--- src/rtl/add_sub_pkg.sv ---
// Shared definitions for the bit-serial adder/subtractor: controller states
// and the operation encoding of the sub input.
package add_sub_pkg;

  typedef enum logic [1:0] {
    IDLE = 2'd0,
    RUN  = 2'd1,
    DONE = 2'd2
  } state_e;

  localparam logic OP_ADD = 1'b0;
  localparam logic OP_SUB = 1'b1;

endpackage : add_sub_pkg

--- src/rtl/fa_cell.sv ---
// Combinational full adder built from two half-adder stages; the single
// arithmetic cell reused every cycle by the serial datapath.
module fa_cell (
  input  logic a,
  input  logic b,
  input  logic cin,
  output logic s,
  output logic cout
);

  logic s1;
  logic c1;
  logic c2;

  assign s1   = a ^ b;
  assign c1   = a & b;
  assign s    = s1 ^ cin;
  assign c2   = s1 & cin;
  assign cout = c1 | c2;

endmodule : fa_cell

--- src/rtl/serial_add_sub.sv ---
// Bit-serial adder/subtractor: one operand bit per clock through a single
// full-adder cell, with a start/done handshake and registered results.
module serial_add_sub
  import add_sub_pkg::*;
#(
  parameter int WIDTH = 8,
  localparam int CNT_W = $clog2(WIDTH) + 1
) (
  input  logic             clk,
  input  logic             rst,
  input  logic             start,
  input  logic             sub,
  input  logic [WIDTH-1:0] val1,
  input  logic [WIDTH-1:0] val2,
  output logic             busy,
  output logic             done,
  output logic [WIDTH-1:0] sum,
  output logic             carry,
  output logic             overflow
);

  localparam logic [CNT_W-1:0] CNT_LAST = CNT_W'(WIDTH - 1);
  localparam logic [CNT_W-1:0] CNT_MSB  = CNT_W'(WIDTH - 2);

  state_e             state_q;
  logic [WIDTH-1:0]   a_sr_q;
  logic [WIDTH-1:0]   b_sr_q;
  logic [WIDTH-1:0]   r_sr_q;
  logic               c_ff_q;
  logic               c_msb_in_q;
  logic [CNT_W-1:0]   cnt_q;
  logic               busy_q;
  logic               done_q;
  logic [WIDTH-1:0]   sum_q;
  logic               carry_q;
  logic               overflow_q;

  logic               bit_s;
  logic               bit_co;
  logic [WIDTH-1:0]   r_sr_d;

  fa_cell u_fa (
    .a    (a_sr_q[0]),
    .b    (b_sr_q[0]),
    .cin  (c_ff_q),
    .s    (bit_s),
    .cout (bit_co)
  );

  // The new sum bit enters from the MSB side so that after WIDTH shifts the
  // first (LSB) result bit has arrived at position 0.
  assign r_sr_d = {bit_s, r_sr_q[WIDTH-1:1]};

  // NOTE: sequential state uses non-blocking assignments only, so every
  // register samples the pre-edge values regardless of statement order.
  always_ff @(posedge clk) begin
    if (rst) begin
      state_q    <= IDLE;
      a_sr_q     <= '0;
      b_sr_q     <= '0;
      r_sr_q     <= '0;
      c_ff_q     <= 1'b0;
      c_msb_in_q <= 1'b0;
      cnt_q      <= '0;
      busy_q     <= 1'b0;
      done_q     <= 1'b0;
      sum_q      <= '0;
      carry_q    <= 1'b0;
      overflow_q <= 1'b0;
    end else begin
      case (state_q)
        IDLE, DONE: begin
          done_q <= 1'b0;
          if (start) begin
            a_sr_q  <= val1;
            b_sr_q  <= (sub == OP_SUB) ? ~val2 : val2;
            // Carry-in of 1 supplies the +1 of the two's-complement negate.
            c_ff_q  <= sub;
            cnt_q   <= '0;
            busy_q  <= 1'b1;
            state_q <= RUN;
          end else begin
            busy_q  <= 1'b0;
            state_q <= IDLE;
          end
        end

        RUN: begin
          r_sr_q <= r_sr_d;
          a_sr_q <= a_sr_q >> 1;
          b_sr_q <= b_sr_q >> 1;
          c_ff_q <= bit_co;
          cnt_q  <= cnt_q + 1'b1;
          if (cnt_q == CNT_MSB) begin
            c_msb_in_q <= bit_co;
          end
          if (cnt_q == CNT_LAST) begin
            sum_q      <= r_sr_d;
            carry_q    <= bit_co;
            overflow_q <= bit_co ^ c_msb_in_q;
            busy_q     <= 1'b0;
            done_q     <= 1'b1;
            state_q    <= DONE;
          end
        end

        default: begin
          busy_q  <= 1'b0;
          done_q  <= 1'b0;
          state_q <= IDLE;
        end
      endcase
    end
  end

  assign busy     = busy_q;
  assign done     = done_q;
  assign sum      = sum_q;
  assign carry    = carry_q;
  assign overflow = overflow_q;

endmodule : serial_add_sub

--- config.mk ---
export PLATFORM = sky130hd
export DESIGN_NAME = serial_add_sub
export DESIGN_NICKNAME = d
export VERILOG_FILES = /design/src/rtl/add_sub_pkg.sv /design/src/rtl/fa_cell.sv /design/src/rtl/serial_add_sub.sv
export SDC_FILE = /design/constraint.sdc
export NUM_CORES = 1
export LEC_CHECK = 0
export CAP_MARGIN = 20
export CORE_ASPECT_RATIO = 1.1
export CORE_UTILIZATION = 35
export CTS_BUF_LIST = sky130_fd_sc_hd__clkbuf_16
export DETAILED_ROUTE_END_ITERATION = 10
export GPL_TIMING_DRIVEN = 0
export PLACE_DENSITY = 0.65
export SYNTH_ARGS = -nofsm -noshare
export SYNTH_HDL_FRONTEND = slang
export SYNTH_HIERARCHICAL = 1
export SYNTH_SLANG_ARGS = --single-unit
--- constraint.sdc ---
create_clock -name clk -period 2.35 [get_ports clk]
set_clock_uncertainty 0.2 [all_clocks]
set_input_delay 0.47 -clock clk [delete_from_list [all_inputs] [get_ports clk]]
set_output_delay 0.47 -clock clk [all_outputs]
set_load 0.1 [all_outputs]
# [After elaboration in Yosys (flattened, before gate mapping)]
# Cells that the tools add are included.
# W data, S select, Z words.
[totals] regBits=44 in_bits=20 output_inout_bits=12 wordCells=49
[op_classes] addsub=1 eq_ne=6 muxes=15 bitwise_logic=8 n_reduce_logical=7
[ops] op="$pmux W8 S2" n=2
[ops] op="$mux W8" n=3
[ops] op="$eq A4 B3 Y1 const B" n=2
[ops] op="$not A8 Y8" n=1
[ops] op="$pmux W4 S2" n=1
[ops] op="$reduce_and A2 Y1" n=3
[ops] op="$add A4 B1 Y4 const B" n=1
[ops] op="$mux W1" n=4
[ops] op="$mux W4" n=1
[ops] op="$ne A2 B2 Y1 const B" n=2
[ops] op="$pmux W1 S2" n=2
[ops] op="$pmux W2 S2" n=1
[ops] op="$reduce_or A2 Y1" n=2
[ops] op="$xor A1 B1 Y1" n=3
[ops] op="$and A1 B1 Y1" n=2
[ops] op="$eq A2 B1 Y1 const B" n=1
[ops] op="$eq A2 B2 Y1 const B" n=1
[ops] op="$logic_not A2 Y1" n=1
[ops] op="$mux W2" n=1
[ops] op="$reduce_bool A2 Y1" n=1
[ops] op="$not A1 Y1" n=1
[ops] op="$or A1 B1 Y1" n=1

# [Depth between registers and ports, before layout]
# Gate-level depths: netlist (run 1).
[logic_depth] depth_word=4 mapped_depth=5 depth_no_buf=4

# [Hierarchy]
# Netlist (run 1), hierarchy kept.
[modules_own_cells] mod="serial_add_sub" n_inst=1 cells_each=204 area_per_inst_um2=1767.9 seq_area_each_um2=840.8
[modules_own_cells] mod="fa_cell" n_inst=1 cells_each=1 area_per_inst_um2=20.0 seq_area_each_um2=0.0

# [Worst setup path after synthesis (run 1)]
# OpenSTA, ideal clock, no wires.
[synth_path] path_kind="register to register" from="reg, netlist name busy" to="reg cnt_q[2]" setup_time_ps=70 t_arrival_ps=1730 required_ps=2080 setup_slack_ps=350 path_stages_with_launch=5 path_buffers=1 period_less_slack_ps=2000 cell_sequence="dfxtp_1 > nand2b_1 > buf_6 > or3_1 > a21oi_1"
[synth_lines] element="end signal: assignment" line_no="serial_add_sub.sv:93" rtl="cnt_q <= cnt_q + 1'b1;"
[synth_lines] element="end: declaration" line_no="serial_add_sub.sv:31" rtl="logic [CNT_W-1:0] cnt_q;"

# [Final worst setup path (run 1)]
[layout_path] from="reg busy_q (netlist: busy)" to="out busy"
[layout_lines] element="start: declaration" line_no="serial_add_sub.sv:32" rtl="logic busy_q;"
[layout_lines] element="start signal: assignment" line_no="serial_add_sub.sv:65" rtl="busy_q <= 1'b0;"
[layout_lines] element="start signal: assignment" line_no="serial_add_sub.sv:80" rtl="busy_q <= 1'b1;"
[layout_lines] element="start signal: assignment" line_no="serial_add_sub.sv:83" rtl="busy_q <= 1'b0;"
[layout_lines] element="end: declaration" line_no="serial_add_sub.sv:15" rtl="output logic busy,"
# No word-level cell between the ends.

==> metrics.md, run 1 <==
| Metric | Value |
|---|---|
| Status | finished clean |
| Die Span X | 70.1 µm |
| Crit path largest cell delay | 0.88 ns |
| Synth area leaders | dfxtp_1, a21oi_1, nand3_1 |
| H-tree Lvls | 2 |
| R2R depth | 5 |
| Post-synth top area cell | dfxtp_1 |
| Crit path capture type | primary output |
| Hold Vio Cnt, Final | 0 |
| Cell family with most CP delay | buffers and inverters |
| Worst vdd ir | 0.342 mV |
| Fillers | 475 |
| Max clock buf depth | 2 |
| Drt drc | 0 |
| Vias in the first global route | 1464 |
| WP data required | 1.68 ns |
| Hold_buf cts | 0 |
| Final HPWL DP | 2750 µm |
| Largest net degree at the start of global routing | 13 |
| Fraction of layout cells with a size suffix above 1 | 0.0868 |
| Fmax | 448 MHz |
| Slew Viols, Final | 0 |
| Die area | 5400 µm² |
| Sink Count | 42 |
| Post CTS Setup Buffer Count | 0 |
| P per Cell Area | 702 nW/µm² |
| Flops & latches, synth | 42 |
| WHS Path Cells | 2 |
| Critical-path cell list | dlygate4sd2_1 |
| Asr flop ratio synth | 0 |
| TritonRoute pass-1 iters | 4 |
| Clock root buffer | clkbuf_16 |
| Maxcap violations | 0 |
| Placed Cells | 290 |
| Final setup viols | 0 |
| CTS tree | done |
| Critical Path Source Type | register |
| Finished Layout Cells | 298 |
| Total CTS buffers | 5 |
| Num ports | 32 |
| WP depth | 1 |
| Synthesized cell area | 1790 µm² |
| DRT iter0 DRCs | 120 |
| Routed WL | 4100 µm |
| Port buffer count | 29 |
| Gate Count Post-Synth | 205 |
| CP Class | register to primary output |
| Worst reg2reg setup slack | 0.77 ns |
| FP Rows | 26 |
| Crit path DAT | 1.56 ns |
| Crit path buf inv count | 1 |
| R2R Path End | sum[2] |
| Design Area, Final | 2270 µm² |
| CORE AREA | 4780 µm² |
| Yosys top cell area share | 0.470 |
| Synth cell types | 31 |
| Number of flops mapped to enable cells by yosys | 0 |
| Worst Hold End | r_sr_q[1] |
| First-pass GRT wire length | 6960 µm |
| Cell with the most instances after synthesis | dfxtp_1 |
| Area growth syn-to-layout | 27.0% |
| Min-delay src | r_sr_q[1] |
| Worst r2r src | cnt_q[0] |
| PnR Total Power | 1.60 mW |
| Slew @ Worst Pin | 0.954 ns |
| Worst skew pair latency | 0.28 ns |
| Starting density of the core | 0.374 |
| Sequential fraction of the synthesis area | 0.470 |
| Static leakage | 0.868 nW |
| Syn Nets | 228 |
| Via count | 1602 |
| Min cycle time layout | 2.23 ns |
| Synth Flop Type | dfxtp_1 |
| Diode count | 0 |
| Syn avg cell area | 8.72 µm² |
| Hold WC Path Type | register to register |
| Synth Warn # | 6 |
| Overflow after GRT | 0 |
| Crit-path max FO | 5 |
| Post-DP Area | 2150 µm² |
| Vias per cell | 5.38 |
| Top cell types by occurrence after synthesis | dfxtp_1, a21oi_1, nand3_1, nand2_1, a22oi_1 |
| Die Y | 77.0 µm |
| CTS clk-pin slew, worst paths | 0.06 ns |
| Final period utilization | 0.949 |
| Wirelength per Cell | 13.8 µm |
| Remaining antenna violation count | 0 |
| All-layer global routing usage | 0.163 |
| RSZ-0062 raised after global routing | false |
| Initial antenna violation count | 0 |
| Max-slew headroom | 0.367 |
| Final nets | 264 |
| Gp weighted congestion | 0.736 |
| Final setup TNS | 0 ns |
| CP max-delay cell | dlygate4sd2_1 |
[cell type report]
cell class / count / area, µm² / area share
clock buffers: 5 / 125 / 0.0551
plain buffers: 20 / 113 / 0.0496
clock inverters: 3 / 12.5 / 0.00551
inverters: 2 / 7.51 / 0.00331
multi-input cells: 141 / 827 / 0.364
repair buffers: 29 / 275 / 0.121
well taps: 56 / 70.1 / 0.0309
flip-flops and latches: 42 / 841 / 0.370
[power breakdown]
group | switching (mW) | internal, mW | leakage (nW)
registers | 0.0166 | 0.740 | 0.342
clock network | 0.257 | 0.383 | 0.0724
logic | 0.115 | 0.0833 | 0.454
total | 0.389 | 1.21 | 0.868
[sequential cells by signal (all words and copies together), names as in the netlist]
| name | flops |
|---|---|
| carry | 1 |
| sum | 8 |
| a_sr_q | 8 |
| done | 1 |
| busy | 1 |
| r_sr_q | 7 |
| state_q | 1 |
| c_ff_q | 1 |
| c_msb_in_q | 1 |
| b_sr_q | 8 |
| cnt_q | 4 |
| overflow | 1 |
[worst max-delay path by stage]
stage          startpoint        to
5_1_grt              busy      busy
3_3_place_gp         busy      busy
3_5_place_dp         busy      busy
6_report             busy      busy
2_1_floorplan        busy  cnt_q[2]
4_1_cts              busy      busy
[placed cells by master, fill, tap and decap left out, drive strengths merged, types with 2 or more instances in the layout]
cell type / instances
clkdlybuf4s50: 17
buf: 14
a22oi: 15
inv: 3
nand3: 28
dlygate4sd2: 12
dfxtp: 42
xor2: 8
clkinv: 2
nor2: 3
ha: 2
nand2b: 5
a21oi: 38
o21ai: 10
nand2: 17
clkbuf: 11
[metal layers]
metal	vias up	global-route usage	part of all wire
met5	-	0	0
met4	0	0.0720	0.013
met3	5	0.0355	0.041
met2	46	0.261	0.49
met1	750	0.209	0.46
li1	801	-	-
[metrics by stage]
step	hold slack [ns]	util	setup WS (ns)
3_3_place_gp	0.246	0.449	0.138
6_report	0.258	0.475	0.119
5_1_grt	0.286	0.475	0.0630
2_1_floorplan	0.237	-	0.350
3_5_place_dp	0.250	0.449	0.126
4_1_cts	0.259	0.475	0.110
[repair_timing]
item | CTS | global route
endpoints found under the hold margin | 0 | 0
resized for setup | 12 | 0
endpoints found under the setup margin | 12 | 0
[logic make-up (layout without fill, tap and decap cells)]
group | after synthesis | in the layout | share of synthesized area
AND/OR/NAND/NOR | 62 | 62 | 0.175
XOR/XNOR | 9 | 9 | 0.0441
flip-flops | 42 | 42 | 0.470
buffers and inverters | 22 | 59 | 0.0672
multiplexers | 2 | 2 | 0.0119
AO/OA/AOI/OAI | 65 | 65 | 0.206
adder cells (fa/ha/maj) | 3 | 3 | 0.0252
(Power assumes the default switching activity.)
==> run 2: changes to the inputs <==
--- a/config.mk
+++ b/config.mk
@@ -6,7 +6,7 @@
 export NUM_CORES = 1
 export LEC_CHECK = 0
 export CAP_MARGIN = 20
-export CORE_ASPECT_RATIO = 1.1
+export CORE_ASPECT_RATIO = 2
 export CORE_UTILIZATION = 35
 export CTS_BUF_LIST = sky130_fd_sc_hd__clkbuf_16
 export DETAILED_ROUTE_END_ITERATION = 10
==> run 2 against run 1 <==
Global-route usage grew 0.74 points. Register-to-register slack lost 0.06 ns. Non-clock buffer count did not move. Sequential share of layout area decreased by 0.081 points. Via count down 1.2%. Wire length rose by 1.7%. Count of clock-buffer cells in the layout unchanged. Cell count rose by 0.34%. First-iteration DRC count fell by 73%. Power is 1.4% higher. Largest cell class unchanged.
==> metrics.md, run 2 (synthesized netlist as in run 1, its figures left out) <==
| Metric | Value |
|---|---|
| Status | finished clean |
| Commonest non-fill, non-tap cell in the layout | dfxtp_1 |
| Fmax | 451 MHz |
| Most frequent cells in the layout | dfxtp_1, a21oi_1, nand3_1 |
| Static leakage | 0.862 nW |
| Area growth syn-to-layout | 27.3% |
| Slew @ Worst Pin | 0.961 ns |
| Sink Count | 42 |
| Via count | 1582 |
| CTS clk-pin slew, worst paths | 0.06 ns |
| TritonRoute pass-1 iters | 4 |
| H-tree Lvls | 2 |
| CP Class | register to primary output |
| Crit path buf inv count | 1 |
| Num ports | 32 |
| R2R depth | 5 |
| Gp weighted congestion | 0.749 |
| Routed WL | 4170 µm |
| First-pass GRT wire length | 6780 µm |
| Worst Hold End | r_sr_q[1] |
| Worst reg2reg setup slack | 0.71 ns |
| Maxcap violations | 0 |
| All-layer global routing usage | 0.170 |
| Die area | 5420 µm² |
| CTS tree | done |
| Worst vdd ir | 0.538 mV |
| Largest net degree at the start of global routing | 14 |
| Clock Power Share | 0.411 |
| Crit path capture type | primary output |
| Crit path largest cell delay | 0.88 ns |
| Remaining antenna violation count | 0 |
| Hold Vio Cnt, Final | 0 |
| Fillers | 496 |
| Initial antenna violation count | 0 |
| Max clock buf depth | 2 |
| Cell family with most CP delay | buffers and inverters |
| Final period utilization | 0.943 |
| P per Cell Area | 711 nW/µm² |
| Vias in the first global route | 1466 |
| Final setup TNS | 0 ns |
| Setup WS pre-CTS | 0.156 ns |
| Final HPWL DP | 3040 µm |
| Final setup viols | 0 |
| Hold WC Path Type | register to register |
| Gate power share | 0.122 |
| Int Power | 1.21 mW |
| FP Rows | 36 |
| Critical-path cell list | dlygate4sd2_1 |
| Die Y | 103 µm |
| Slew Viols, Final | 0 |
| Setup WS post-layout | 0.133 ns |
| Post-layout util | 0.464 |
| WP data required | 1.68 ns |
| Fraction of layout cells with a size suffix above 1 | 0.0909 |
| Sequential Power Share | 0.468 |
| Crit-path max FO | 5 |
| Total CTS buffers | 5 |
| Switching power total | 0.407 mW |
| Min-delay src | r_sr_q[1] |
| Critical Path Source Type | register |
| Sw frac | 0.252 |
| Starting density of the core | 0.364 |
| CORE AREA | 4910 µm² |
| Vias per cell | 5.29 |
| Area of the multi-input gates | 827 µm² |
| RSZ-0062 raised after global routing | false |
| Min cycle time layout | 2.22 ns |
| Max-slew headroom | 0.362 |
| Worst skew pair latency | 0.28 ns |
| Die Span X | 52.5 µm |
| Diode count | 0 |
| Port buffer count | 29 |
| Final nets | 264 |
| DRT iter0 DRCs | 32 |
| PnR Total Power | 1.62 mW |
| CP max-delay cell | dlygate4sd2_1 |
| Worst r2r src | cnt_q[0] |
| Drt drc | 0 |
| Wirelength per Cell | 14.0 µm |
| Overflow after GRT | 0 |
| WHS Path Cells | 2 |
| Clock root buffer | clkbuf_16 |
| Register Area | 841 µm² |
| Crit path DAT | 1.55 ns |
| R2R Path End | sum[7] |
run 2: cell types whose count changed in the layout (fill, tap and decap cells not counted), sizes merged:
cell,delta
clkinvlp,+1
inv,-1
run 2: worst max path at each step:
stage,slack (ns),start,depth (start not counted),to
after floorplan,0.35,busy,4,cnt_q[2]
after global placement,0.15,busy,1,busy
after detailed placement,0.16,busy,1,busy
after CTS,0.13,busy,1,busy
after global routing,0.09,busy,1,busy
final,0.13,busy,1,busy
run 2: area by class of cell:
class                      instances  share of cell area
clock buffer                       5              0.0550
inverter                           2             0.00330
tap                               57              0.0313
sequential                        42               0.369
clock inverter                     3             0.00715
multi-input combinational        141               0.363
timing repair buffer              29               0.121
buffer                            20              0.0495
run 2: metal layers:
layer,GRT usage,part of all wire,vias up
met1,0.175,0.40,748
met4,0.0789,0.022,0
met2,0.320,0.56,29
met3,0.0265,0.021,6
li1,-,-,799
met5,0,0,-
run 2: power by group through the flow:
stage                     Sequential (mW)  Clock (mW)  Combinational, mW
after CTS                           0.756       0.673              0.199
after global routing                0.759       0.700              0.216
after floorplan                     0.778           0              0.119
after global placement              0.771           0              0.197
final                               0.756       0.664              0.197
after detailed placement            0.772           0              0.199
run 2: repair_timing:
item                                    in CTS  in global routing
setup buffers                                0                  0
gates resized for setup                     12                  0
hold buffers                                 0                  0
endpoints found under the setup margin      12                  0
run 2: stage by stage:
stage | hold slack (ns) | std cells | instance area, µm²
final | 0.264 | 299 | 2280
after global routing | 0.279 | 299 | 2280
after CTS | 0.265 | 299 | 2280
after floorplan | 0.237 | 205 | 1790
after global placement | 0.245 | 291 | 2150
after detailed placement | 0.255 | 291 | 2150
==> run 3: changes to the inputs <==
--- a/config.mk
+++ b/config.mk
@@ -6,12 +6,12 @@
 export NUM_CORES = 1
 export LEC_CHECK = 0
 export CAP_MARGIN = 20
-export CORE_ASPECT_RATIO = 2
+export CORE_ASPECT_RATIO = 0.6
 export CORE_UTILIZATION = 35
 export CTS_BUF_LIST = sky130_fd_sc_hd__clkbuf_16
 export DETAILED_ROUTE_END_ITERATION = 10
 export GPL_TIMING_DRIVEN = 0
-export PLACE_DENSITY = 0.65
+export PLACE_DENSITY = 0.63
 export SYNTH_ARGS = -nofsm -noshare
 export SYNTH_HDL_FRONTEND = slang
 export SYNTH_HIERARCHICAL = 1
==> run 3 against run 2 <==
Register-to-register slack improved by 0.04 ns. Die area decreased by 0.15%. Cell count increased by 2.0%. Clock power decreased by 3%. Count of clock-buffer cells in the layout unchanged. Non-clock buffer count unchanged. Largest power group unchanged. Via count decreased by 1.0%.
==> metrics.md, run 3 (synthesized netlist as in run 1, its figures left out) <==
| Metric | Value |
|---|---|
| Drt drc | 0 |
| Worst r2r src | a_sr_q[0] |
| Sink Count | 42 |
| Post CTS Setup Buffer Count | 0 |
| Vias per cell | 5.13 |
| Final HPWL DP | 3000 µm |
| Placed Cells | 297 |
| Die area | 5410 µm² |
| Cell family with most CP delay | buffers and inverters |
| Num ports | 32 |
| CTS tree | done |
| Vias in the first global route | 1404 |
| Status | finished clean |
| Critical-path cell list | dlygate4sd2_1 |
| Port buffer count | 29 |
| Hold Vio Cnt, Final | 0 |
| Final period utilization | 0.948 |
| All-layer global routing usage | 0.172 |
| DRT iter0 DRCs | 108 |
| CORE AREA | 4730 µm² |
| Max-slew headroom | 0.359 |
| Starting density of the core | 0.378 |
| FP Rows | 19 |
| Final setup viols | 0 |
| CTS clk-pin slew, worst paths | 0.06 ns |
| Min-delay src | r_sr_q[1] |
| Overflow after GRT | 0 |
| Remaining antenna violation count | 0 |
| P per Cell Area | 702 nW/µm² |
| Commonest non-fill, non-tap cell in the layout | dfxtp_1 |
| Worst Hold End | r_sr_q[1] |
| CTS-repair resized insts | 12 |
| First-pass GRT wire length | 7040 µm |
| Fraction of layout cells with a size suffix above 1 | 0.0868 |
| H-tree Lvls | 2 |
| CP Class | register to primary output |
| Critical Path Source Type | register |
| Min cycle time layout | 2.23 ns |
| TritonRoute pass-1 iters | 4 |
| WHS Path Cells | 2 |
| Clock root buffer | clkbuf_16 |
| Static leakage | 0.868 nW |
| Finished Layout Cells | 305 |
| Worst vdd ir | 0.434 mV |
| Crit-path max FO | 5 |
| Fmax | 449 MHz |
| Gp weighted congestion | 0.753 |
| Crit path largest cell delay | 0.88 ns |
| Area growth syn-to-layout | 27.5% |
| WP data required | 1.68 ns |
| Hold WC Path Type | register to register |
| Routed WL | 4310 µm |
| R2R depth | 3 |
| Final setup TNS | 0 ns |
| Hold_buf cts | 0 |
| Crit path DAT | 1.56 ns |
| R2R Path End | overflow |
| Slew @ Worst Pin | 0.965 ns |
| Worst skew pair latency | 0.28 ns |
| Die Y | 57.4 µm |
| Worst reg2reg setup slack | 0.75 ns |
| RSZ-0062 raised after global routing | false |
| Crit path buf inv count | 1 |
| Most frequent cells in the layout | dfxtp_1, a21oi_1, nand3_1 |
| Wirelength per Cell | 14.1 µm |
| Total CTS buffers | 5 |
| Final nets | 264 |
| Die Span X | 94.3 µm |
| Maxcap violations | 0 |
| Max clock buf depth | 2 |
| Slew Viols, Final | 0 |
| CP max-delay cell | dlygate4sd2_1 |
| Diode count | 0 |
| Via count | 1566 |
| Crit path capture type | primary output |
| Largest net degree at the start of global routing | 13 |
| Initial antenna violation count | 0 |
| Fillers | 463 |
==> run 3: cell count changes in the layout (fill, tap and decap cells not counted), sizes merged <==
cell,before,now
inv,2,3
clkinvlp,1,0
==> run 3: worst max-delay path by stage <==
stage / startpoint / depth (start not counted) / slack, ns / endpoint
3_3_place_gp: busy / 1 / 0.12 / busy
3_5_place_dp: busy / 1 / 0.11 / busy
6_report: busy / 1 / 0.12 / busy
4_1_cts: busy / 1 / 0.10 / busy
2_1_floorplan: busy / 4 / 0.35 / cnt_q[2]
5_1_grt: busy / 1 / 0.07 / busy
==> run 3: area by class of cell <==
| cell class | instances | area, µm² | area share |
|---|---|---|---|
| Buffer | 20 | 113 | 0.0494 |
| Timing Repair Buffer | 29 | 275 | 0.121 |
| Clock buffer | 5 | 125 | 0.0549 |
| Clock inverter | 3 | 12.5 | 0.00549 |
| Multi-Input combinational cell | 141 | 827 | 0.363 |
| Tap cell | 63 | 78.8 | 0.0346 |
| Sequential cell | 42 | 841 | 0.369 |
| Inverter | 2 | 7.51 | 0.00329 |
==> run 3: metal layers <==
layer,global-route usage,share of wire,vias to the layer above,routed length (µm)
met5,0,0,-,0
met4,0.0396,0.0074,0,32
met3,0.0493,0.056,4,240
met2,0.232,0.41,38,1760
met1,0.265,0.53,729,2280
li1,-,-,795,-
==> run 3: power by group <==
group	switching, mW	internal, mW
sequential	0.0187	0.739
clock	0.262	0.384
combinational	0.114	0.0833
==> run 3: worst register-to-register path, delay by kind of cell (launching register included) <==
family,cells,cell delay [ns]
AO/OA/AOI/OAI,1,0.26
XOR/XNOR,1,0.18
adder cells (fa/ha/maj),1,0.54
flip-flops,1,0.34
==> run 3: stage by stage <==
step / hold slack (ns) / setup WS (ns) / util / area (µm²) / total power, mW
floorplan: 0.237 / 0.350 / - / 1790 / 0.898
global placement: 0.256 / 0.121 / 0.456 / 2160 / 0.970
detailed placement: 0.252 / 0.113 / 0.456 / 2160 / 0.970
CTS: 0.261 / 0.101 / 0.482 / 2280 / 1.61
global route: 0.286 / 0.0699 / 0.482 / 2280 / 1.68
finish: 0.262 / 0.122 / 0.482 / 2280 / 1.60
